<file path="src/rtl/upstream_packetizer_if.sv">
// Stream bundle between the sample source, the packetizer and gpif2_to_fifo32's RX port.
// master = packetizer side (consumes s_*, produces rx_*); slave = surrounding environment.
interface upstream_packetizer_if;
  logic [31:0] s_tdata;
  logic        s_tvalid;
  logic        s_tready;
  logic [31:0] rx_tdata;
  logic        rx_tlast;
  logic        rx_tvalid;
  logic        rx_tready;

  // Both streams: a word moves on a rising edge where tvalid && tready; a producer
  // never drops tvalid or changes tdata/tlast until that handshake has happened.
  modport master (
    input  s_tdata, s_tvalid, rx_tready,
    output s_tready, rx_tdata, rx_tlast, rx_tvalid
  );
  modport slave (
    output s_tdata, s_tvalid, rx_tready,
    input  s_tready, rx_tdata, rx_tlast, rx_tvalid
  );
endinterface

</file>
<file path="src/rtl/upstream_packetizer.sv">
// Frames an unframed 32-bit sample stream into header / payload / trailer packets with timeout padding.
// Optional: define PKT_CHECKSUM_EN to place a byte-XOR of accepted payload words in trailer[23:16].
module upstream_packetizer #(
  parameter int unsigned MAX_LEN  = 4096,
  parameter int unsigned TIMEOUT  = 1024,
  parameter logic [31:0] PAD_WORD = 32'h0000_0000,
  parameter logic [7:0]  SYNC     = 8'hA5
) (
  input  logic                  gpif_clk,
  input  logic                  rst_n,
  input  logic                  enable,
  input  logic [15:0]           cfg_len,
  upstream_packetizer_if.master bus,
  output logic                  busy,
  output logic                  pkt_done,
  output logic [15:0]           seq_num,
  output logic [2:0]            state_dbg
);

  typedef enum logic [2:0] {IDLE, HEADER, PAYLOAD, PAD, TRAILER} state_t;

  localparam int          SW        = (TIMEOUT < 2) ? 1 : $clog2(TIMEOUT + 1);
  localparam logic [15:0] MAX_LEN16 = 16'(MAX_LEN);
  localparam logic [SW-1:0] TIMEOUT_C = SW'(TIMEOUT);

  state_t        state, state_nxt;
  logic [15:0]   len, wcnt, vcnt;
  logic [SW-1:0] starve;
  logic          tflag;
  logic [7:0]    xsum;

  logic          loadable, out_hs;
  logic          load_en, load_last;
  logic [31:0]   load_data;
  logic          len_load, accept, pad_beat, starve_inc, tflag_set, done;
  logic [15:0]   len_clamped;

  assign loadable    = !bus.rx_tvalid || bus.rx_tready;
  assign out_hs      = bus.rx_tvalid && bus.rx_tready;
  assign len_clamped = (cfg_len == 16'd0) ? 16'd1 :
                       (cfg_len > MAX_LEN16) ? MAX_LEN16 : cfg_len;
  assign busy        = (state != IDLE);
  assign state_dbg   = state;

  always_comb begin
    state_nxt    = state;
    bus.s_tready = 1'b0;
    load_en      = 1'b0;
    load_last    = 1'b0;
    load_data    = 32'h0;
    len_load     = 1'b0;
    accept       = 1'b0;
    pad_beat     = 1'b0;
    starve_inc   = 1'b0;
    tflag_set    = 1'b0;
    done         = 1'b0;
    case (state)
      IDLE: begin
        if (enable && bus.s_tvalid) begin
          len_load  = 1'b1;
          state_nxt = HEADER;
        end
      end
      HEADER: begin
        if (loadable) begin
          load_en   = 1'b1;
          load_data = {SYNC, 8'h00, seq_num};
          state_nxt = PAYLOAD;
        end
      end
      PAYLOAD: begin
        bus.s_tready = loadable;
        if (loadable && bus.s_tvalid) begin
          accept    = 1'b1;
          load_en   = 1'b1;
          load_data = bus.s_tdata;
          if (wcnt + 16'd1 == len) state_nxt = TRAILER;
        end else if (loadable) begin
          starve_inc = 1'b1;
          if (starve + SW'(1) == TIMEOUT_C) begin
            tflag_set = 1'b1;
            state_nxt = PAD;
          end
        end
      end
      PAD: begin
        if (loadable) begin
          pad_beat  = 1'b1;
          load_en   = 1'b1;
          load_data = PAD_WORD;
          if (wcnt + 16'd1 == len) state_nxt = TRAILER;
        end
      end
      TRAILER: begin
        // rx_tlast in the register means the trailer is already loaded and waiting.
        if (out_hs && bus.rx_tlast) begin
          done      = 1'b1;
          state_nxt = IDLE;
        end else if (loadable && !bus.rx_tlast) begin
          load_en   = 1'b1;
          load_last = 1'b1;
          load_data = {tflag, 7'b0, xsum, vcnt};
        end
      end
      default: state_nxt = IDLE;
    endcase
  end

  always_ff @(posedge gpif_clk or negedge rst_n) begin
    if (!rst_n) begin
      state         <= IDLE;
      bus.rx_tdata  <= 32'h0;
      bus.rx_tvalid <= 1'b0;
      bus.rx_tlast  <= 1'b0;
      pkt_done      <= 1'b0;
      seq_num       <= 16'h0;
      len           <= 16'h0;
      wcnt          <= 16'h0;
      vcnt          <= 16'h0;
      starve        <= '0;
      tflag         <= 1'b0;
    end else begin
      state    <= state_nxt;
      pkt_done <= done;
      if (load_en) begin
        bus.rx_tdata  <= load_data;
        bus.rx_tvalid <= 1'b1;
        bus.rx_tlast  <= load_last;
      end else if (loadable) begin
        bus.rx_tvalid <= 1'b0;
        bus.rx_tlast  <= 1'b0;
      end
      if (len_load) len <= len_clamped;
      if (accept) begin
        wcnt   <= wcnt + 16'd1;
        vcnt   <= vcnt + 16'd1;
        starve <= '0;
      end else if (starve_inc) begin
        starve <= starve + SW'(1);
      end
      if (pad_beat) wcnt <= wcnt + 16'd1;
      if (tflag_set) tflag <= 1'b1;
      if (done) begin
        seq_num <= seq_num + 16'd1;
        wcnt    <= 16'h0;
        vcnt    <= 16'h0;
        starve  <= '0;
        tflag   <= 1'b0;
      end
    end
  end

`ifdef PKT_CHECKSUM_EN
  always_ff @(posedge gpif_clk or negedge rst_n) begin
    if (!rst_n) begin
      xsum <= 8'h00;
    end else if (done) begin
      xsum <= 8'h00;
    end else if (accept) begin
      xsum <= xsum ^ bus.s_tdata[31:24] ^ bus.s_tdata[23:16]
                   ^ bus.s_tdata[15:8]  ^ bus.s_tdata[7:0];
    end
  end
`else
  assign xsum = 8'h00;
`endif

endmodule

</file>
<file path="src/flat_wrapper.sv">
// flat-port wrapper written by rule: the top's interface ports become plain ports
module upstream_packetizer_flat 
#(
  parameter int unsigned MAX_LEN  = 4096,
  parameter int unsigned TIMEOUT  = 1024,
  parameter logic [31:0] PAD_WORD = 32'h0000_0000,
  parameter logic [7:0]  SYNC     = 8'hA5
)
  (gpif_clk, rst_n, enable, cfg_len, busy, pkt_done, seq_num, state_dbg, bus_s_tdata, bus_s_tvalid, bus_rx_tready, bus_s_tready, bus_rx_tdata, bus_rx_tlast, bus_rx_tvalid);
  upstream_packetizer_if bus_i ();
  input  logic gpif_clk;
  input  logic rst_n;
  input  logic enable;
  input  logic [15:0] cfg_len;
  output logic busy;
  output logic pkt_done;
  output logic [15:0] seq_num;
  output logic [2:0] state_dbg;
  input wire logic [$bits(bus_i.s_tdata)-1:0] bus_s_tdata;
  input wire logic [$bits(bus_i.s_tvalid)-1:0] bus_s_tvalid;
  input wire logic [$bits(bus_i.rx_tready)-1:0] bus_rx_tready;
  output wire logic [$bits(bus_i.s_tready)-1:0] bus_s_tready;
  output wire logic [$bits(bus_i.rx_tdata)-1:0] bus_rx_tdata;
  output wire logic [$bits(bus_i.rx_tlast)-1:0] bus_rx_tlast;
  output wire logic [$bits(bus_i.rx_tvalid)-1:0] bus_rx_tvalid;
  assign bus_i.s_tdata = bus_s_tdata;
  assign bus_i.s_tvalid = bus_s_tvalid;
  assign bus_i.rx_tready = bus_rx_tready;
  assign bus_s_tready = bus_i.s_tready;
  assign bus_rx_tdata = bus_i.rx_tdata;
  assign bus_rx_tlast = bus_i.rx_tlast;
  assign bus_rx_tvalid = bus_i.rx_tvalid;
  upstream_packetizer #(.MAX_LEN(MAX_LEN), .TIMEOUT(TIMEOUT), .PAD_WORD(PAD_WORD), .SYNC(SYNC)) u_core (.gpif_clk(gpif_clk), .rst_n(rst_n), .enable(enable), .cfg_len(cfg_len), .bus(bus_i), .busy(busy), .pkt_done(pkt_done), .seq_num(seq_num), .state_dbg(state_dbg));
endmodule
</file>
<file path="config.mk">
export PLATFORM = sky130hd
export DESIGN_NAME = upstream_packetizer_flat
export DESIGN_NICKNAME = d
export VERILOG_FILES = /design/src/rtl/upstream_packetizer_if.sv /design/src/rtl/upstream_packetizer.sv /design/src/flat_wrapper.sv
export SDC_FILE = /design/constraint.sdc
export NUM_CORES = 1
export LEC_CHECK = 0
export ABC_AREA = 1
export BUFFER_PORTS_ARGS = -buffer_cell sky130_fd_sc_hd__buf_2
export CAP_MARGIN = 5
export CELL_PAD_IN_SITES_DETAIL_PLACEMENT = 0
export CELL_PAD_IN_SITES_GLOBAL_PLACEMENT = 2
export CORE_AREA = 2 2 145 147
export DETAILED_ROUTE_END_ITERATION = 7
export DIE_AREA = 0 0 147 149
export PLACE_DENSITY_LB_ADDON = 0.1
export SLEW_MARGIN = 15
export SYNTH_ARGS = -nofsm -noshare
export SYNTH_HDL_FRONTEND = slang
export SYNTH_SLANG_ARGS = --single-unit
</file>
<file path="constraint.sdc">
create_clock -name gpif_clk -period 2 [get_ports gpif_clk]
set_clock_uncertainty 0.1 [all_clocks]
set_input_delay 0.3 -clock gpif_clk [delete_from_list [all_inputs] [get_ports gpif_clk]]
set_output_delay 0.3 -clock gpif_clk [all_outputs]
set_load 0.02 [all_outputs]
</file>
### Word level (Yosys, flattened, before mapping)

Cells that the tools add are included.

* bits of input ports: 53
* flip-flop bits (word level): 114

* order comparisons: 1
* equality and inequality tests: 12
* multiplexer cells: 48
* add/sub/neg operators: 4
* reductions and logical operators: 18

Operator list (count)
* $mux 32: 4
* $mux 16: 7
* $pmux 32 s3: 1
* $add 16x1->16 const B: 3
* $mux 11: 3
* $mux 3: 8
* $mux 1: 23
* $eq 16x16->1: 1
* $gt 16x13->1 const B: 1
* $logic_not 16->1: 1
* $pmux 3 s5: 1
* $add 11x1->11 const B: 1
* $eq 11x11->1 const B: 1
* $reduce_bool 3->1: 3
* $ne 2x1->1 const B: 4
* $eq 3x2->1 const B: 2
* $ne 3x1->1 const B: 2
* $reduce_and 6->1: 1
* $reduce_bool 2->1: 3
* $logic_and 1x1->1: 5
* $eq 3x1->1 const B: 1
* $eq 3x3->1 const B: 1
* $logic_not 3->1: 1
* $pmux 1 s3: 1
* 3 further kinds: 4

### Longest topological paths before layout

* depth after elaboration: 8
* mapped depth: 16

### Worst setup path after synthesis

Ideal clock, no wire load.

* path type: register to register
* from: register u_core.state[2] (netlist: u_core.state_dbg[2])
* to: register u_core.vcnt[14]
* data arrival time: 1736 ps
* path slack: 47 ps
* clock period less this slack: 1953 ps
* stages on the path, launching flop included: 15
* cell sequence: dfrtp_1 -> nor2_1 -> nand2_2 -> nor2_4 -> inv_2 -> nand2_2 -> nand2_2 -> nor2_4 -> nand2_2 -> nor2_4 -> nand3_2 -> nor2_2 -> nand2_1 -> nor2_1 -> nor2_1

* longest elaborated chain between the ends: 3

Ends and longest elaborated chain
* start: declaration: line upstream_packetizer.sv:26 `state_t state, state_nxt;`
* start signal: assignment: line upstream_packetizer.sv:123 `state <= state_nxt;`
* $eq 3x3->1 / $eq 3x2->1 (equally long branches): line upstream_packetizer.sv:57 `case (state)`
* $mux 1: line upstream_packetizer.sv:57
* $mux 16 / $reduce_bool 2->1 (equally long branches)
* end signal: assignment: line upstream_packetizer.sv:136 `vcnt <= vcnt + 16'd1;`
* end: declaration: line upstream_packetizer.sv:27 `logic [15:0] len, wcnt, vcnt;`

Parallel ways exist; a longest one is shown, timed or not.
A chain may end at the register's enable or synchronous reset.

### Worst setup path after layout

* from: register u_core.wcnt[0]
* to: register u_core.state[1] (netlist: u_core.state_dbg[1])

* longest elaborated chain between the ends: 5

Ends and longest elaborated chain
* start: declaration: line upstream_packetizer.sv:27
* start signal: assignment: line upstream_packetizer.sv:135 `wcnt <= wcnt + 16'd1;`
* start signal: assignment: line upstream_packetizer.sv:141 `if (pad_beat) wcnt <= wcnt + 16'd1;`
* $add 16x1->16 *: line upstream_packetizer.sv:77, upstream_packetizer.sv:91
* $eq 16x16->1 *: line upstream_packetizer.sv:77, upstream_packetizer.sv:91
* $mux 3 *
* $mux 3 (on tied branches)
* $pmux 3 s5 *

Mark *: on every way between the ends. The rest lies on a longest branch, timed or not. The select of a mux whose other input is x is not followed.

==> results.ini <==
[placement]
pre_cts_slack_ns = -0.1280
place_congestion = 0.8237
port_buffers = 108
dpl.hpwl_um = 12910
place_inst = 1161

[yosys]
ys_seq_area_share_pct = 49.02
synth_top_flop_cell = dfrtp_1
async_flop_share_pct = 100.0
synthTopCellsByArea = dfrtp_1 (49%), nand2_1 (12%), nand3_1 (5.4%)
syn-instance-count = 708
synth_top_area_share_pct = 49.02
netlist_area_um2 = 5819
synth_most_common_cell = nand2_1
synth_top_area_cell = dfrtp_1
ys_types = 41
netlist_top_cells_count = nand2_1 (185), dfrtp_1 (114), inv_1 (83), nand3_1 (63), nor2_1 (52)
syn_area_per_cell_um2 = 8.219
synth_edf_count = 0
ys_ff_latch = 114
synth_fp_nets = 766
yosysWarnings = 0

[cells_and_area]
synthToLayoutAreaGrowth_pct = 46.12
drive_gt1_share_pct = 30.68
fin_nets = 1000
n_antenna_cell = 0
stdcell_count = 1230

[route]
first_iter_violations = 238
firstDrtPassIters = 4
drc_errors = 0
vias = 5599
drtAntennaViolNets = 0
post_drt_wl_per_cell_um = 14.48
drt_wl_total_um = 17810
vias_per_cell = 4.552

[grt]
grt_max_degree = 48
gr-total-overflow = 0
grt_pass1_wl_um = 29520
grt_usage_pct = 17.06
grt_pass1_vias = 5845
antenna_found_initial = 1

[cts]
ctsRootBufferMaster = clkbuf_16
cts_tree = done
cts-htree-levels = 4
clock_path_buffers = 2
cts_sinks = 114
cts_made_buffers = 17
insertion_delay_ns = 0.42
clk_pin_slew_worst_paths_ns = 0.06

[timing]
slew_viol_final = 0
max_clock_freq_mhz = 486.8
rsz0062_at_grt = yes
fin_setup_tns_ns = -0.1629
slew-limit-headroom_pct = 67.68
tightest_slew_ns = 0.4848
finalHoldViolations = 0
finalCritPeriodShare_pct = 102.7
holdWs_ns = 0.01234
setup_viol = 4
setup_ws_ns = -0.05440
fin_crit_ns = 2.054

[floorplanning]
die_h_um = 149
ios = 109
rows = 53
start_util_pct = 28.31
die_w_um = 147
die-area_um2 = 21900
core_um2 = 20560

[setup_path]
critPathMaxFanout = 5
cp.arrival_ns = 2.26
crit_buf_inv = 1
critical_path.max_stage_delay_ns = 0.40
worstSetupPathType = reg2reg
critPathTopFamily = simple AND/OR/NAND/NOR gates
crit_start = u_core.wcnt[0]
required_ns = 2.21
crit_slowest_cell = dfrtp_1
crit_path_start_kind = flip-flop
path_cells = ha_2 -> nand2_2 -> nor2_2 -> buf_6 -> nand2_2 -> nand2_2 -> nand2_2 -> nand2_2 -> nand2_1 -> nor2_1 -> nand3_1 -> nor2_1 -> nand3_1 -> nand2_1 -> nand2_1 -> nand2_1 -> nand2_1
critPathCaptureType = flip-flop
timing.rr.start = u_core.wcnt[0]

[pwr]
p_leak_nw = 4.252
p_per_area_nw_per_um2 = 1266
ir_drop_mv = 0.5550
total_power_w = 0.01077

[hold_path]
hold_class = in2reg
min_from = bus_s_tdata[25]

[status]
outcome = finished with violations
violations = setup timing

[job]
max_cap_violations = 0

## stage by stage
step,util [%],instance area (µm²)
finish,41.36,8503
global route,41.36,8503
CTS,40.55,8335
detailed placement,35.72,7343
global placement,35.72,7343
floorplan,-,5819
## repair_timing
action                                  in CTS  in global routing
endpoints found under the setup margin      21                 32
buffers inserted                             4                  6
gates resized for setup                     22                 34
hold buffers                                27                  0
endpoints found under the hold margin       58                  0
pin swaps                                   10                 19
## cell families (layout without fill, tap and decap cells)
family	count (synthesis)	in the layout	synth area share (%)
buffers and inverters	105	352	6.902
flip-flops	114	114	49.02
XOR/XNOR	25	25	3.999
AO/OA/AOI/OAI	103	103	11.68
AND/OR/NAND/NOR	356	356	27.33
adder cells (fa/ha/maj)	5	5	1.075
## flip-flops by register name, indices dropped and copies added (netlist names)
register and flops:
u_core.starve 11, u_core.tflag 1, u_core.wcnt 16, u_core.bus.rx_tdata 32, u_core.pkt_done 1, u_core.state_dbg 3, u_core.vcnt 16, u_core.len 16
u_core.bus.rx_tvalid 1, u_core.bus.rx_tlast 1, u_core.seq_num 16
## path summary, 6_finish.rpt
check	slack, ns	endpoint	cells past startpoint
max	-0.05	u_core.state_dbg[1]	17
min	0.01	u_core.bus.rx_tdata[25]	2
max reg2reg	-0.05	u_core.state_dbg[1]	17
min reg2reg	0.38	u_core.bus.rx_tdata[31]	2
max in group asynchronous	0.81	u_core.len[3]	3
min in group asynchronous	0.34	u_core.bus.rx_tdata[10]	2
## placed cells by master (no fill, tap or decap), drive strengths merged
master       synthesis  final
a211oi               3      3
a21boi               1      1
a21oi               18     18
a221o                3      3
a221oi               1      1
a22o                13     13
a22oi               11     11
a31oi                1      1
a32o                 2      2
buf                  5    201
bufinv               0      3
clkbuf               8     19
clkinv               4      4
clkinvlp             0      4
dfrtp              114    114
dlygate4sd3          0     27
ha                   5      5
inv                 88     94
nand2              190    190
nand3               66     66
nand3b               3      3
nand4               17     17
nor2                60     60
nor3                17     17
nor3b                1      1
nor4                 2      2
o21a                 2      2
o21ai               27     27
o21bai               1      1
o22ai               19     19
o41ai                1      1
xnor2                5      5
xnor3                1      1
xor2                19     19
## area by class of cell
type                    count  area, µm²
inverters                  92      346.6
multi-input cells         489       2743
flip-flops and latches    114       2854
well taps                 275      344.1
repair buffers            228       1600
clock buffers              19      442.9
clock inverters            13      172.7
fillers                  2065      12050
## power by group
part           internal (W)  switching (W)  total (W)  leakage [nW]
sequential          0.00289       0.000385    0.00327          1.48
clock               0.00202        0.00122    0.00323         0.288
combinational       0.00179        0.00247    0.00426          2.49
total               0.00669        0.00408     0.0108          4.25
## routing by layer
layer	vias up	track usage, %	wire length [µm]
met5	-	0	13
met4	2	5.144	227
met3	18	4.128	703
met2	104	29.13	8682
met1	2649	21.52	8186
li1	2826	-	-
Power figures use the tool's default switching activity.
